**config.mk**
```make
export PLATFORM = sky130hd
export DESIGN_NAME = demux2_stream_flat
export DESIGN_NICKNAME = d
export VERILOG_FILES = /design/src/rtl/demux2_stream_pkg.sv /design/src/rtl/demux2_stream_if.sv /design/src/rtl/demux2_stream_fifo.sv /design/src/rtl/demux2_stream.sv /design/src/flat_wrapper.sv
export SDC_FILE = /design/constraint.sdc
export NUM_CORES = 1
export LEC_CHECK = 0
export CAP_MARGIN = 0
export CORE_UTILIZATION = 58
export CTS_BUF_LIST = sky130_fd_sc_hd__clkbuf_4
export CTS_CLUSTER_DIAMETER = 40
export DETAILED_ROUTE_END_ITERATION = 10
export GPL_ROUTABILITY_DRIVEN = 0
export PLACE_DENSITY = 0.91
export SLEW_MARGIN = 20
export SYNTH_ARGS = -nofsm -noshare
export SYNTH_HDL_FRONTEND = slang
export SYNTH_HIERARCHICAL = 1
export SYNTH_SLANG_ARGS = --single-unit
```
**constraint.sdc**
```tcl
create_clock -name clk -period 6 [get_ports clk]
set_input_delay 0.9 -clock clk [delete_from_list [all_inputs] [get_ports clk]]
set_output_delay 0.9 -clock clk [all_outputs]
set_load 0.02 [all_outputs]
```
**src/rtl/demux2_stream_pkg.sv**
```systemverilog
// demux2_stream_pkg: shared types for the two-way stream demultiplexer.
package demux2_stream_pkg;
   typedef enum logic [1:0] {
      CNT_EMPTY = 2'd0,
      CNT_ONE   = 2'd1,
      CNT_FULL  = 2'd2
   } cnt_e;
endpackage

```
**src/rtl/demux2_stream_if.sv**
```systemverilog
// demux2_stream_if: single input stream plus two output channels, grouped for the demux ports.
interface demux2_stream_if #(parameter int WIDTH = 8);
   logic [WIDTH-1:0] d;
   logic             a;
   logic             d_valid;
   logic             d_ready;
   logic [WIDTH-1:0] q0;
   logic             q0_valid;
   logic             q0_ready;
   logic [WIDTH-1:0] q1;
   logic             q1_valid;
   logic             q1_ready;
   modport master (
      output d, a, d_valid, q0_ready, q1_ready,
      input  d_ready, q0, q0_valid, q1, q1_valid
   );
   modport slave (
      input  d, a, d_valid, q0_ready, q1_ready,
      output d_ready, q0, q0_valid, q1, q1_valid
   );
endinterface

```
**src/rtl/demux2_stream_fifo.sv**
```systemverilog
// demux_fifo2: 2-entry FIFO, head always in r_m0 so the output needs no read mux.
module demux_fifo2
   import demux2_stream_pkg::*;
#(
   parameter int WIDTH = 8
) (
   input  logic             clk,
   input  logic             rst_n,
   input  logic             i_push,
   input  logic             i_pop,
   input  logic [WIDTH-1:0] i_data,
   output logic [WIDTH-1:0] o_head,
   output logic             o_valid,
   output logic             o_full
);
   cnt_e             r_cnt, w_cnt_nxt;
   logic [WIDTH-1:0] r_m0, r_m1, w_m0_nxt, w_m1_nxt;
   logic             w_push, w_pop;

   assign o_full  = (r_cnt == CNT_FULL);
   assign o_valid = (r_cnt != CNT_EMPTY);
   assign o_head  = r_m0;
   assign w_push  = i_push & ~o_full;
   assign w_pop   = i_pop & o_valid;

   always_ff @(posedge clk or negedge rst_n) begin
      if (!rst_n) begin
         r_cnt <= CNT_EMPTY;
         r_m0  <= '0;
         r_m1  <= '0;
      end else begin
         r_cnt <= w_cnt_nxt;
         r_m0  <= w_m0_nxt;
         r_m1  <= w_m1_nxt;
      end
   end

   // Push+pop at one entry replaces the head in place and keeps the count.
   always_comb begin
      w_cnt_nxt = r_cnt;
      w_m0_nxt  = r_m0;
      w_m1_nxt  = r_m1;
      case (r_cnt)
         CNT_EMPTY: begin
            w_m0_nxt  = w_push ? i_data : r_m0;
            w_cnt_nxt = w_push ? CNT_ONE : CNT_EMPTY;
         end
         CNT_ONE: begin
            w_m0_nxt  = (w_push & w_pop) ? i_data : r_m0;
            w_m1_nxt  = (w_push & ~w_pop) ? i_data : r_m1;
            w_cnt_nxt = (w_push & ~w_pop) ? CNT_FULL : (w_pop & ~w_push) ? CNT_EMPTY : CNT_ONE;
         end
         CNT_FULL: begin
            w_m0_nxt  = w_pop ? r_m1 : r_m0;
            w_cnt_nxt = w_pop ? CNT_ONE : CNT_FULL;
         end
         default: w_cnt_nxt = CNT_EMPTY;
      endcase
   end
endmodule

```
**src/rtl/demux2_stream.sv**
```systemverilog
// demux2_stream: steers each accepted word to one of two buffered channels by select a.
module demux2_stream #(
   parameter int WIDTH = 8
) (
   input  logic               clk,
   input  logic               rst_n,
   demux2_stream_if.slave     io_bus
);
   logic w_full0, w_full1, w_fire, w_push0, w_push1, w_pop0, w_pop1;
   logic w_valid0, w_valid1;
   logic [WIDTH-1:0] w_head0, w_head1;

   // Ready looks only at registered occupancy, so no sink ready reaches d_ready.
   assign io_bus.d_ready  = io_bus.a ? ~w_full1 : ~w_full0;
   assign w_fire          = io_bus.d_valid & io_bus.d_ready;
   assign w_push0         = w_fire & ~io_bus.a;
   assign w_push1         = w_fire & io_bus.a;
   assign w_pop0          = w_valid0 & io_bus.q0_ready;
   assign w_pop1          = w_valid1 & io_bus.q1_ready;
   assign io_bus.q0       = w_head0;
   assign io_bus.q1       = w_head1;
   assign io_bus.q0_valid = w_valid0;
   assign io_bus.q1_valid = w_valid1;

   demux_fifo2 #(.WIDTH(WIDTH)) u_ch0 (
      .clk     (clk),
      .rst_n   (rst_n),
      .i_push  (w_push0),
      .i_pop   (w_pop0),
      .i_data  (io_bus.d),
      .o_head  (w_head0),
      .o_valid (w_valid0),
      .o_full  (w_full0)
   );

   demux_fifo2 #(.WIDTH(WIDTH)) u_ch1 (
      .clk     (clk),
      .rst_n   (rst_n),
      .i_push  (w_push1),
      .i_pop   (w_pop1),
      .i_data  (io_bus.d),
      .o_head  (w_head1),
      .o_valid (w_valid1),
      .o_full  (w_full1)
   );
endmodule

```
**src/flat_wrapper.sv**
```systemverilog
// flat-port wrapper written by rule: the top's interface ports become plain ports
module demux2_stream_flat 
#(
   parameter int WIDTH = 8
)
  (clk, rst_n, io_bus_d, io_bus_a, io_bus_d_valid, io_bus_q0_ready, io_bus_q1_ready, io_bus_d_ready, io_bus_q0, io_bus_q0_valid, io_bus_q1, io_bus_q1_valid);
  demux2_stream_if #(.WIDTH(WIDTH)) io_bus_i ();
  input  logic clk;
  input  logic rst_n;
  input wire logic [$bits(io_bus_i.d)-1:0] io_bus_d;
  input wire logic [$bits(io_bus_i.a)-1:0] io_bus_a;
  input wire logic [$bits(io_bus_i.d_valid)-1:0] io_bus_d_valid;
  input wire logic [$bits(io_bus_i.q0_ready)-1:0] io_bus_q0_ready;
  input wire logic [$bits(io_bus_i.q1_ready)-1:0] io_bus_q1_ready;
  output wire logic [$bits(io_bus_i.d_ready)-1:0] io_bus_d_ready;
  output wire logic [$bits(io_bus_i.q0)-1:0] io_bus_q0;
  output wire logic [$bits(io_bus_i.q0_valid)-1:0] io_bus_q0_valid;
  output wire logic [$bits(io_bus_i.q1)-1:0] io_bus_q1;
  output wire logic [$bits(io_bus_i.q1_valid)-1:0] io_bus_q1_valid;
  assign io_bus_i.d = io_bus_d;
  assign io_bus_i.a = io_bus_a;
  assign io_bus_i.d_valid = io_bus_d_valid;
  assign io_bus_i.q0_ready = io_bus_q0_ready;
  assign io_bus_i.q1_ready = io_bus_q1_ready;
  assign io_bus_d_ready = io_bus_i.d_ready;
  assign io_bus_q0 = io_bus_i.q0;
  assign io_bus_q0_valid = io_bus_i.q0_valid;
  assign io_bus_q1 = io_bus_i.q1;
  assign io_bus_q1_valid = io_bus_i.q1_valid;
  demux2_stream #(.WIDTH(WIDTH)) u_core (.clk(clk), .rst_n(rst_n), .io_bus(io_bus_i));
endmodule
```
# After elaboration in Yosys (flattened, before gate mapping)

Index checks and enable logic that the tools add are counted.

Equal/unequal tests: 10
Multiplexer cells: 19
Bitwise operators: 22
Reductions and logical operators: 10

Operators by type and width:

| operator                                              | count |
|---|---|
| 2-to-1 mux 8 bit                                      | 6 |
| case mux 8 bit (3 select lines)                       | 2 |
| AND 1 bit                                             | 15 |
| case mux 2 bit (3 select lines)                       | 2 |
| inequality test 2 bit, second input constant          | 5 |
| 2-to-1 mux 2 bit                                      | 4 |
| AND reduction 4 bit                                   | 2 |
| inverter 1 bit                                        | 7 |
| nonzero test 3 bit                                    | 2 |
| 2-to-1 mux 1 bit                                      | 5 |
| equality test 2 x 1 -> 1 bit, second input constant   | 2 |
| equality test 2 bit, second input constant            | 2 |
| zero test 2 bit                                       | 2 |
| AND reduction 2 bit                                   | 2 |
| nonzero test 2 bit                                    | 2 |
| inequality test 2 x 1 -> 1 bit, second input constant | 1 |

Register bits after elaboration: 36
Bits of input ports: 14
Output and inout port bits: 19
Logic and storage cells: 67

# Depth between registers and ports, before layout

Gate-level depths: netlist (run 1).

Word-level depth: 11
Depth in mapped cells: 7
Mapped depth without buffers: 5

# Hierarchy

Netlist (run 1), hierarchy kept.

By module, submodules not included:

| module        | instances | cells an instance | area each (um^2) | sequential area each (um^2) |
|---|---|---|---|---|
| demux_fifo2   | 2         | 58                | 882.1            | 450.4 |
| demux2_stream | 1         | 5                 | 38.8             | 0.0 |

# Worst setup path before layout (run 1)

No wires, ideal clock.

Path type: input port to output port
Start: input io_bus_a
End: output io_bus_d_ready
Arrival time: 1,305 ps
Required time: 5,100 ps
Slack: 3,795 ps
Cell stages on the path: 1
Path buffers: 0
Path through: mux2i_1

Cells in the longest elaborated chain, start to end: 1

Ends and longest elaborated chain:

| element          | line                | source |
|---|---|---|
| start, declared  | flat_wrapper.sv:11  | `input wire logic [$bits(io_bus_i.a)-1:0] io_bus_a;` |
| 2-to-1 mux 1 bit | demux2_stream.sv:14 | `assign io_bus.d_ready = io_bus.a ? ~w_full1 : ~w_full0;` |
| end, declared    | flat_wrapper.sv:15  | `output wire logic [$bits(io_bus_i.d_ready)-1:0] io_bus_d_ready;` |

No other way between the ends.

# Worst setup path in the final report (run 1)

Ends and elaborated chain as after synthesis.

==> results of run 1 <==
Yosys cell counts:
master / n / share of area
and3b_1: 1 / 0.0049
buf_4: 2 / 0.0083
o22ai_1: 2 / 0.0069
nand2b_1: 2 / 0.0069
nand2_1: 2 / 0.0042
mux2i_1: 1 / 0.0056
nor2b_1: 8 / 0.028
nor2_1: 2 / 0.0042
a21oi_1: 4 / 0.011
buf_2: 2 / 0.0056
a22o_1: 2 / 0.0097
o21a_1: 2 / 0.0083
mux2_4: 32 / 0.27
dfrtp_1: 36 / 0.50
nor3b_1: 1 / 0.0042
and2_1: 2 / 0.0069
buf_6: 2 / 0.012
mux2_1: 16 / 0.10
or2_2: 2 / 0.0069
power by group through the flow:
stage / clock network (µW) / logic [µW] / registers [µW]
floorplan: 0 / 323 / 495
global placement: 0 / 554 / 433
detailed placement: 0 / 577 / 446
CTS: 257 / 582 / 442
global route: 268 / 615 / 456
finish: 252 / 577 / 441
placed cells by master, fill, tap and decap left out:
cell type	n
and2_1	2
clkbuf_4	5
mux2_1	16
nor2_1	2
nor3b_1	1
dfrtp_1	36
a21oi_1	4
and3b_1	1
mux2i_1	1
o22ai_1	2
o21a_1	2
nor2b_1	8
nand2b_1	2
clkdlybuf4s50_1	32
or2_2	2
mux2_4	32
buf_4	3
bufinv_16	3
nand2_1	2
a22o_1	2
kinds of logic (layout without fill, tap and decap cells):
group           after synthesis  count (layout)
compound gates               10              10
flops                        36              36
mux                          49              49
buf+inv                       6              43
simple gates                 20              20
worst max-delay path by stage:
stage | cells after the start | to | from
finish | 3 | io_bus_d_ready | io_bus_a
detailed placement | 5 | u_core/u_ch0/r_m1[6] | io_bus_a
global route | 3 | io_bus_d_ready | io_bus_a
floorplan | 1 | io_bus_d_ready | io_bus_a
CTS | 3 | io_bus_d_ready | io_bus_a
global placement | 3 | io_bus_d_ready | io_bus_a
per-layer routing:
metal / up-vias / global-route usage / share of wire
li1: 501 / - / -
met1: 550 / 0.285 / 0.40
met2: 31 / 0.429 / 0.55
met3: 3 / 0.0536 / 0.040
met4: 0 / 0.0578 / 0.0047
met5: - / 0 / 0
cell type report:
type,count,area (µm²),area share
clock inverter,3,90.1,0.0398
multi-input combinational,79,855,0.377
timing repair buffer,35,343,0.151
clock buffer,5,37.5,0.0166
tap,31,38.8,0.0171
sequential,36,901,0.398
state kept, by name, summed over array words and instances (netlist names):
signal               cells
u_core/u_ch0/o_head      8
u_core/u_ch0/r_cnt       2
u_core/u_ch0/r_m1        8
u_core/u_ch1/o_head      8
u_core/u_ch1/r_cnt       2
u_core/u_ch1/r_m1        8
critical path: cells and delay by family:
| kind | cells | cell delay (ns) |
|---|---|---|
| buffers and inverters | 2 | 1.14 |
| muxes | 1 | 0.20 |
per-stage QoR:
step                      cell area (µm²)  setup slack, ns
after floorplan                      1800             3.79
after global placement               2140             2.90
after detailed placement             2140             2.83
after CTS                            2260             2.84
after global routing                 2260             2.77
final                                2260             2.86
==> impl_metrics.csv, run 1 <==
group,metric,value,unit
final_layout,finalNetCount,171,
timing,fin_tns_setup,0,ns
logic_synthesis,synthSimpleGateAreaFrac,0.0659,
grt,grt_use_total,0.236,
cts,cts.clk_slew.worst_paths,0.11,ns
logic_synthesis,ys_seq_elements,36,
die,chipHeight,57.8,µm
detailed_routing,vias_per_cell,5.74,
worst_hold_path,min_path_cells,1,
cts,clockBufferDepth,2,
worst_hold_path,min_to,"u_core/u_ch1/r_m1[1]",
power,combPwrFrac,0.454,
die,start_util,0.632,
cts,cts_tree,"yes",
detailed_routing,route.vias.total,1085,
logic_synthesis,syn_nets,135,
worst_setup_path,reg2reg_to,"u_core/u_ch0/r_m1[3]",
timing,hold_viol,0,
timing,rsz0062_at_grt,"no",
worst_hold_path,hp-class,"flip-flop to flip-flop",
worst_setup_path,crit_chain,"clkdlybuf4s50_1, mux2i_1, clkdlybuf4s50_1",
worst_setup_path,worstPathArrival,2.24,ns
timing,hold_slack,0.501,ns
worst_setup_path,end_kind,"primary output",
logic_synthesis,synth_fa_ha_area_frac,0,
outcome,outcome,"finished, violations left",
logic_synthesis,synth_top_family_by_area,"multiplexers",
placed_design,dp_hpwl,2400,µm
logic_synthesis,seq_area_frac_synth,0.500,
power,ir_drop,0.000327,V
power,finalPower,1270,µW
worst_setup_path,reg2reg_slack,3.33,ns
final_layout,diodes,0,
timing,fin_crit_sh,0.524,
grt,grt_pass1_wl,5750,µm
grt,grt.overflow.total,0,
power,p_int,869,µW
timing,fmax,0.318,GHz
placed_design,dp.cells,181,
final_layout,postLayoutCoreUtil,0.794,
worst_setup_path,reg2reg_from,"u_core/u_ch0/r_cnt[1]",
timing,drv_slew,0,
outcome,violations,"DRC",
power,leakagePower,0.00101,µW
cts,cts_root_buf,"clkbuf_4",
worst_setup_path,worstPathMaxFanout,3,
logic_synthesis,synthCells,121,
worst_setup_path,crit_slowest_cell,"clkdlybuf4s50_1",
grt,grt_max_degree,37,
detailed_routing,wirelength,3390,µm
final_layout,fillerInstances,179,
die,dieWidth,57.8,µm
worst_hold_path,holdCritStartpoint,"u_core/u_ch1/r_m1[1]",
flow_run,maxCapViolCount,0,
power,swShare,0.316,
cts,clk_latency,0.33,ns
die,core-area,2850,µm²
worst_setup_path,critPathMaxStageDelay,0.62,ns
grt,antenna_found_initial,0,
worst_setup_path,critPathRequiredTime,5.10,ns
die,die_area,3340,µm²
cts,cts.sinks,36,
power,power.share.clock,0.198,
detailed_routing,firstDrtPassIters,7,
die,ioPinCount,33,
detailed_routing,ant_nets,0,
timing,setup_viol,0,
timing,skew,0.00698,ns
logic_synthesis,syn-mean-instance-area,14.9,µm²
cts,postCtsSetupBuffers,0,
final_layout,drive_above_1_share,0.285,
power,switching_power,402,µW
detailed_routing,wl_per_cell,17.9,µm
logic_synthesis,synth_compound_area_frac,0.0361,
timing,worstMarginPinSlew,0.861,ns
power,seqPwrFrac,0.347,
worst_setup_path,timing.critical_path.mode_cell,"clkdlybuf4s50_1",
cts,hold_buffers,0,
detailed_routing,drc,2,
timing,slew_headroom,0.425,
placed_design,portBuffers,32,
final_layout,final_cells,189,
power,p_per_area,561,nW/µm²
worst_setup_path,crit_path_start_kind,"input port",
logic_synthesis,post_synth_num_cell_types,19,
logic_synthesis,ys_warn_count,6,
cts,cts-buffers-inserted,5,
timing,layout_min_cycle_time,3.14,ns
logic_synthesis,syn_area,1800,µm²
detailed_routing,drtIter0Drc,32,
worst_setup_path,critPathKind,"input port to primary output",
logic_synthesis,synth.area.mux_share,0.372,
die,fp-row-count,19,
final_layout,area_delta_synth_final,25.6,%
logic_synthesis,synth_xor_xnor_area_share,0,
cts,cts_resized,0,
grt,first_global_vias,1192,
cts,h-tree-depth,2,
worst_setup_path,reg2regPathDepth,6,
(Power assumes the default switching activity.)
==> run 2, diff against run 1 <==
--- a/config.mk
+++ b/config.mk
@@ -6,12 +6,12 @@
 export NUM_CORES = 1
 export LEC_CHECK = 0
 export CAP_MARGIN = 0
-export CORE_UTILIZATION = 58
+export CORE_UTILIZATION = 54
 export CTS_BUF_LIST = sky130_fd_sc_hd__clkbuf_4
 export CTS_CLUSTER_DIAMETER = 40
 export DETAILED_ROUTE_END_ITERATION = 10
 export GPL_ROUTABILITY_DRIVEN = 0
-export PLACE_DENSITY = 0.91
+export PLACE_DENSITY = 0.86
 export SLEW_MARGIN = 20
 export SYNTH_ARGS = -nofsm -noshare
 export SYNTH_HDL_FRONTEND = slang
==> constraint.sdc (replaced) <==
create_clock -name clk -period 3.3 [get_ports clk]
set_input_delay 0.495 -clock clk [delete_from_list [all_inputs] [get_ports clk]]
set_output_delay 0.495 -clock clk [all_outputs]
set_load 0.02 [all_outputs]
==> impl_metrics.csv, run 2 (same netlist as run 1, synthesis figures left out) <==
group,metric,value,unit
detailed_routing,drc,0,
cts,cts.clk_slew.worst_paths,0.10,ns
detailed_routing,route.vias.total,1090,
worst_hold_path,hp-class,"flip-flop to flip-flop",
timing,fin_crit_sh,0.752,
final_layout,final_cell_mix,"dfrtp_1, clkdlybuf4s50_1, mux2_4",
worst_setup_path,reg2reg_slack,0.86,ns
die,core-area,3100,µm²
final_layout,drive_above_1_share,0.283,
detailed_routing,ant_nets,0,
timing,slew_headroom,0.392,
final_layout,fillerInstances,223,
timing,hold_slack,0.501,ns
power,p_per_area,943,nW/µm²
worst_setup_path,critPathRequiredTime,2.80,ns
worst_hold_path,holdCritStartpoint,"u_core/u_ch1/r_m1[2]",
timing,rsz0062_at_grt,"no",
cts,cts_tree,"yes",
die,start_util,0.581,
final_layout,area_delta_synth_final,23.0,%
outcome,outcome,"finished clean",
power,ir_drop,0.000464,V
final_layout,finalNetCount,172,
timing,hold_viol,0,
final_layout,final_common_cell,"dfrtp_1",
cts,cts-buffers-inserted,5,
cts,cts_root_buf,"clkbuf_4",
detailed_routing,wl_per_cell,16.6,µm
die,dieWidth,59.8,µm
final_layout,diodes,0,
flow_run,maxCapViolCount,0,
worst_setup_path,reg2reg_from,"u_core/u_ch1/r_cnt[1]",
worst_setup_path,crit_path_start_kind,"flip-flop",
timing,worst_slack,0.818,ns
grt,antenna_found_initial,0,
timing,setup_viol,0,
cts,cts.sinks,36,
timing,layout_min_cycle_time,2.48,ns
worst_setup_path,worstPathArrival,1.99,ns
worst_setup_path,critPathKind,"flip-flop to primary output",
placed_design,portBuffers,32,
placed_design,dp_hpwl,2360,µm
cts,hold_buffers,0,
timing,fmax,0.403,GHz
worst_setup_path,critPathLaunch,"u_core/u_ch1/r_cnt[1]",
grt,grt_use_total,0.220,
final_layout,postLayoutCoreUtil,0.715,
power,finalPower,2090,µW
grt,first_global_vias,1123,
die,die_area,3570,µm²
die,chipHeight,59.8,µm
detailed_routing,drtIter0Drc,46,
worst_setup_path,worstPathMaxFanout,10,
detailed_routing,firstDrtPassIters,4,
die,ioPinCount,33,
grt,grt_pass1_wl,5550,µm
grt,grt.overflow.total,0,
timing,skew,0.00615,ns
cts,cts_resized,0,
timing,fin_tns_setup,0,ns
die,fp-row-count,20,
worst_setup_path,end_kind,"primary output",
detailed_routing,wirelength,3360,µm
timing,drv_slew,0,
timing,worstMarginPinSlew,0.911,ns
grt,grt_max_degree,37,
cts,clockBufferDepth,2,
cts,clk_latency,0.33,ns
detailed_routing,vias_per_cell,5.37,
cts,postCtsSetupBuffers,0,
power,leakagePower,0.000987,µW
cts,h-tree-depth,2,
placed_design,pre_cts_ws,0.531,ns
## run 2: cell count changes in the layout (fill, tap and decap cells not counted)
cell       before  now
clkinv_1        0    1
clkbuf_4        5    7
buf_4           3    4
bufinv_16       3    0
## run 2: layout make-up
class                      count  area [µm²]  area share
multi-input combinational     79         855       0.385
timing repair buffer          36         350       0.158
clock inverter                 1        3.75     0.00169
tap                           44        55.1      0.0248
sequential                    36         901       0.406
clock buffer                   7        52.6      0.0237
## run 2: worst max-delay path, cell delays in order, from the launching register on
cell and delay, ns:
dfrtp_1 0.45, nor2b_1 0.26, buf_4 0.28, mux2i_1 0.12, clkdlybuf4s50_1 0.55
## run 2: path summary, 6_finish.rpt
check / end / cells past startpoint
worst max register to register: u_core/u_ch1/r_m1[7] / 5
min in group asynchronous: u_core/u_ch1/o_head[2] / 2
worst min register to register: u_core/u_ch1/r_m1[2] / 1
worst max-delay path: io_bus_d_ready / 4
worst min-delay path: u_core/u_ch1/r_m1[2] / 1
max in group asynchronous: u_core/u_ch1/r_cnt[1] / 2
## run 2: per-stage QoR
stage / instance area, µm² / std cells
3_5_place_dp: 2160 / 195
6_report: 2220 / 203
2_1_floorplan: 1800 / 121
3_3_place_gp: 2160 / 195
4_1_cts: 2220 / 203
5_1_grt: 2220 / 203
## run 2: layer usage
metal / track usage / vias to the layer above / wire length, µm
li1: - / 501 / -
met1: 0.284 / 548 / 1510
met2: 0.349 / 34 / 1650
met3: 0.0541 / 7 / 148
met4: 0.0963 / 0 / 51
met5: 0 / - / 0
## run 2: power breakdown
part | leakage, µW | switching (µW) | total (µW) | internal (µW)
registers | 0.000435 | 142 | 804 | 662
clock network | 0.0000338 | 139 | 237 | 98.4
logic | 0.000518 | 441 | 1050 | 608
==> run 3, diff against run 2 <==
==> constraint.sdc (replaced) <==
create_clock -name clk -period 2.3 [get_ports clk]
set_input_delay 0.345 -clock clk [delete_from_list [all_inputs] [get_ports clk]]
set_output_delay 0.345 -clock clk [all_outputs]
set_load 0.02 [all_outputs]
==> impl_metrics.csv, run 3 (same netlist as run 1, synthesis figures left out) <==
group,metric,value,unit
power,p_per_area,1370,nW/µm²
cts,postCtsSetupBuffers,0,
final_layout,finalNetCount,179,
cts,clk_latency,0.34,ns
cts,cts.clk_slew.worst_paths,0.11,ns
final_layout,final_common_cell,"dfrtp_1",
grt,grt_use_total,0.221,
final_layout,drive_above_1_share,0.319,
grt,antenna_found_initial,0,
final_layout,postLayoutCoreUtil,0.744,
power,power.share.clock,0.144,
worst_setup_path,reg2reg_to,"u_core/u_ch0/r_m1[7]",
detailed_routing,drc,0,
power,p_int,2110,µW
power,swShare,0.334,
cts,cts.sinks,36,
timing,layout_min_cycle_time,2.00,ns
worst_setup_path,reg2reg_slack,0.30,ns
detailed_routing,route.vias.total,1116,
timing,hold_viol,0,
detailed_routing,vias_per_cell,5.31,
timing,fmax,0.500,GHz
power,seqPwrFrac,0.362,
power,ir_drop,0.000906,V
grt,grt_pass1_wl,5510,µm
timing,fin_tns_setup,0,ns
cts,cts-buffers-inserted,5,
final_layout,area_delta_synth_final,28.0,%
grt,use_met1,0.257,
detailed_routing,firstDrtPassIters,4,
detailed_routing,wirelength,3400,µm
grt,grt_max_degree,37,
detailed_routing,wl_per_cell,16.2,µm
worst_setup_path,worstPathMaxFanout,6,
cts,cts_tree,"yes",
flow_run,maxCapViolCount,0,
worst_setup_path,end_kind,"flip-flop",
die,chipHeight,59.8,µm
placed_design,pre_cts_ws,0.104,ns
power,combPwrFrac,0.494,
grt,grt.overflow.total,0,
worst_setup_path,critPathKind,"flip-flop to flip-flop",
worst_setup_path,crit_slowest_cell,"dfrtp_1",
timing,fin_crit_sh,0.870,
worst_setup_path,timing.critical_path.mode_cell,"nor2b_1",
grt,grt.busiest_layer,"met2",
die,fp-row-count,20,
timing,setup_viol,0,
worst_setup_path,crit_path_start_kind,"flip-flop",
die,core-area,3100,µm²
worst_setup_path,critPathMaxStageDelay,0.44,ns
worst_setup_path,crit_chain,"nor2b_1, nor3b_1, nor2b_1, nor2b_1, buf_4, mux2_1",
die,start_util,0.581,
worst_setup_path,critPathRequiredTime,2.53,ns
final_layout,final_cell_mix,"dfrtp_1, mux2_4, clkdlybuf4s50_1",
timing,skew,0.00753,ns
outcome,outcome,"finished clean",
detailed_routing,drtIter0Drc,47,
die,ioPinCount,33,
worst_setup_path,reg2reg_from,"u_core/u_ch0/r_cnt[1]",
worst_setup_path,worstPathArrival,2.23,ns
timing,rsz0062_at_grt,"no",
die,die_area,3570,µm²
placed_design,portBuffers,32,
timing,worst_slack,0.299,ns
detailed_routing,ant_nets,0,
cts,clockBufferDepth,2,
timing,slew_headroom,0.702,
power,leakagePower,0.00104,µW
cts,cts_root_buf,"clkbuf_4",
power,switching_power,1060,µW
final_layout,diodes,0,
cts,h-tree-depth,2,
timing,drv_slew,0,
grt,met3_usage,0.0411,
grt,use_met2,0.384,
worst_hold_path,hp-class,"input port to asynchronous set/reset pin",
die,dieWidth,59.8,µm
timing,worstMarginPinSlew,0.446,ns
worst_setup_path,reg2regPathDepth,6,
grt,first_global_vias,1161,
[run 3: per-stage QoR]
stage	power [µW]	instances	hold WS, ns	area, µm²
finish	3160	210	0.401	2310
global route	3330	210	0.446	2310
CTS	3180	210	0.418	2310
detailed placement	2720	202	0.480	2230
global placement	2640	202	0.468	2230
floorplan	2130	121	0.0494	1800
[run 3: worst max path at each step]
stage | from | end | slack [ns] | cells past startpoint
after global placement | io_bus_d_valid | u_core/u_ch0/r_m1[5] | 0.18 | 6
after floorplan | u_core/u_ch0/r_cnt[1] | u_core/u_ch0/r_m1[0] | 0.33 | 7
after detailed placement | io_bus_a | u_core/u_ch0/r_m1[2] | 0.10 | 6
after CTS | u_core/u_ch1/r_cnt[1] | io_bus_d_ready | 0.006 | 4
after global routing | u_core/u_ch0/r_cnt[1] | u_core/u_ch0/r_m1[2] | 0.15 | 6
final | u_core/u_ch0/r_cnt[1] | u_core/u_ch0/r_m1[7] | 0.30 | 6
[run 3: what timing repair did]
action | 4_1_cts | 5_1_grt
setup endpoints to repair | 0 | 1
gates resized for setup | 0 | 1
hold buffers | 0 | 0
[run 3: power by group through the flow]
stage               Combinational, µW  Clock, µW  Sequential [µW]
finish                           1560        456             1140
global route                     1660        489             1190
CTS                              1570        460             1140
detailed placement               1560          0             1160
global placement                 1500          0             1130
floorplan                         842          0             1290
[run 3: critical path, delay by kind of cell, from the launching register on]
| kind | cells | cell delay, ns |
|---|---|---|
| buffers and inverters | 1 | 0.17 |
| DFF | 1 | 0.44 |
| and+or+nand+nor | 4 | 0.96 |
| muxes | 1 | 0.32 |
[run 3: layout make-up]
| cell class | instances | area [µm²] |
|---|---|---|
| sequential | 36 | 901 |
| multi-input combinational | 79 | 855 |
| fill | 213 | 795 |
| timing repair buffer | 43 | 418 |
| tap | 44 | 55.1 |
| clock buffer | 6 | 45.0 |
| clock inverter | 2 | 35.0 |
[run 3: layer usage]
layer	vias to the layer above	wire, µm	part of all wire
met2	37	1700	0.50
met5	-	0	0
li1	516	-	-
met3	8	158	0.047
met1	555	1470	0.43
met4	0	68	0.020
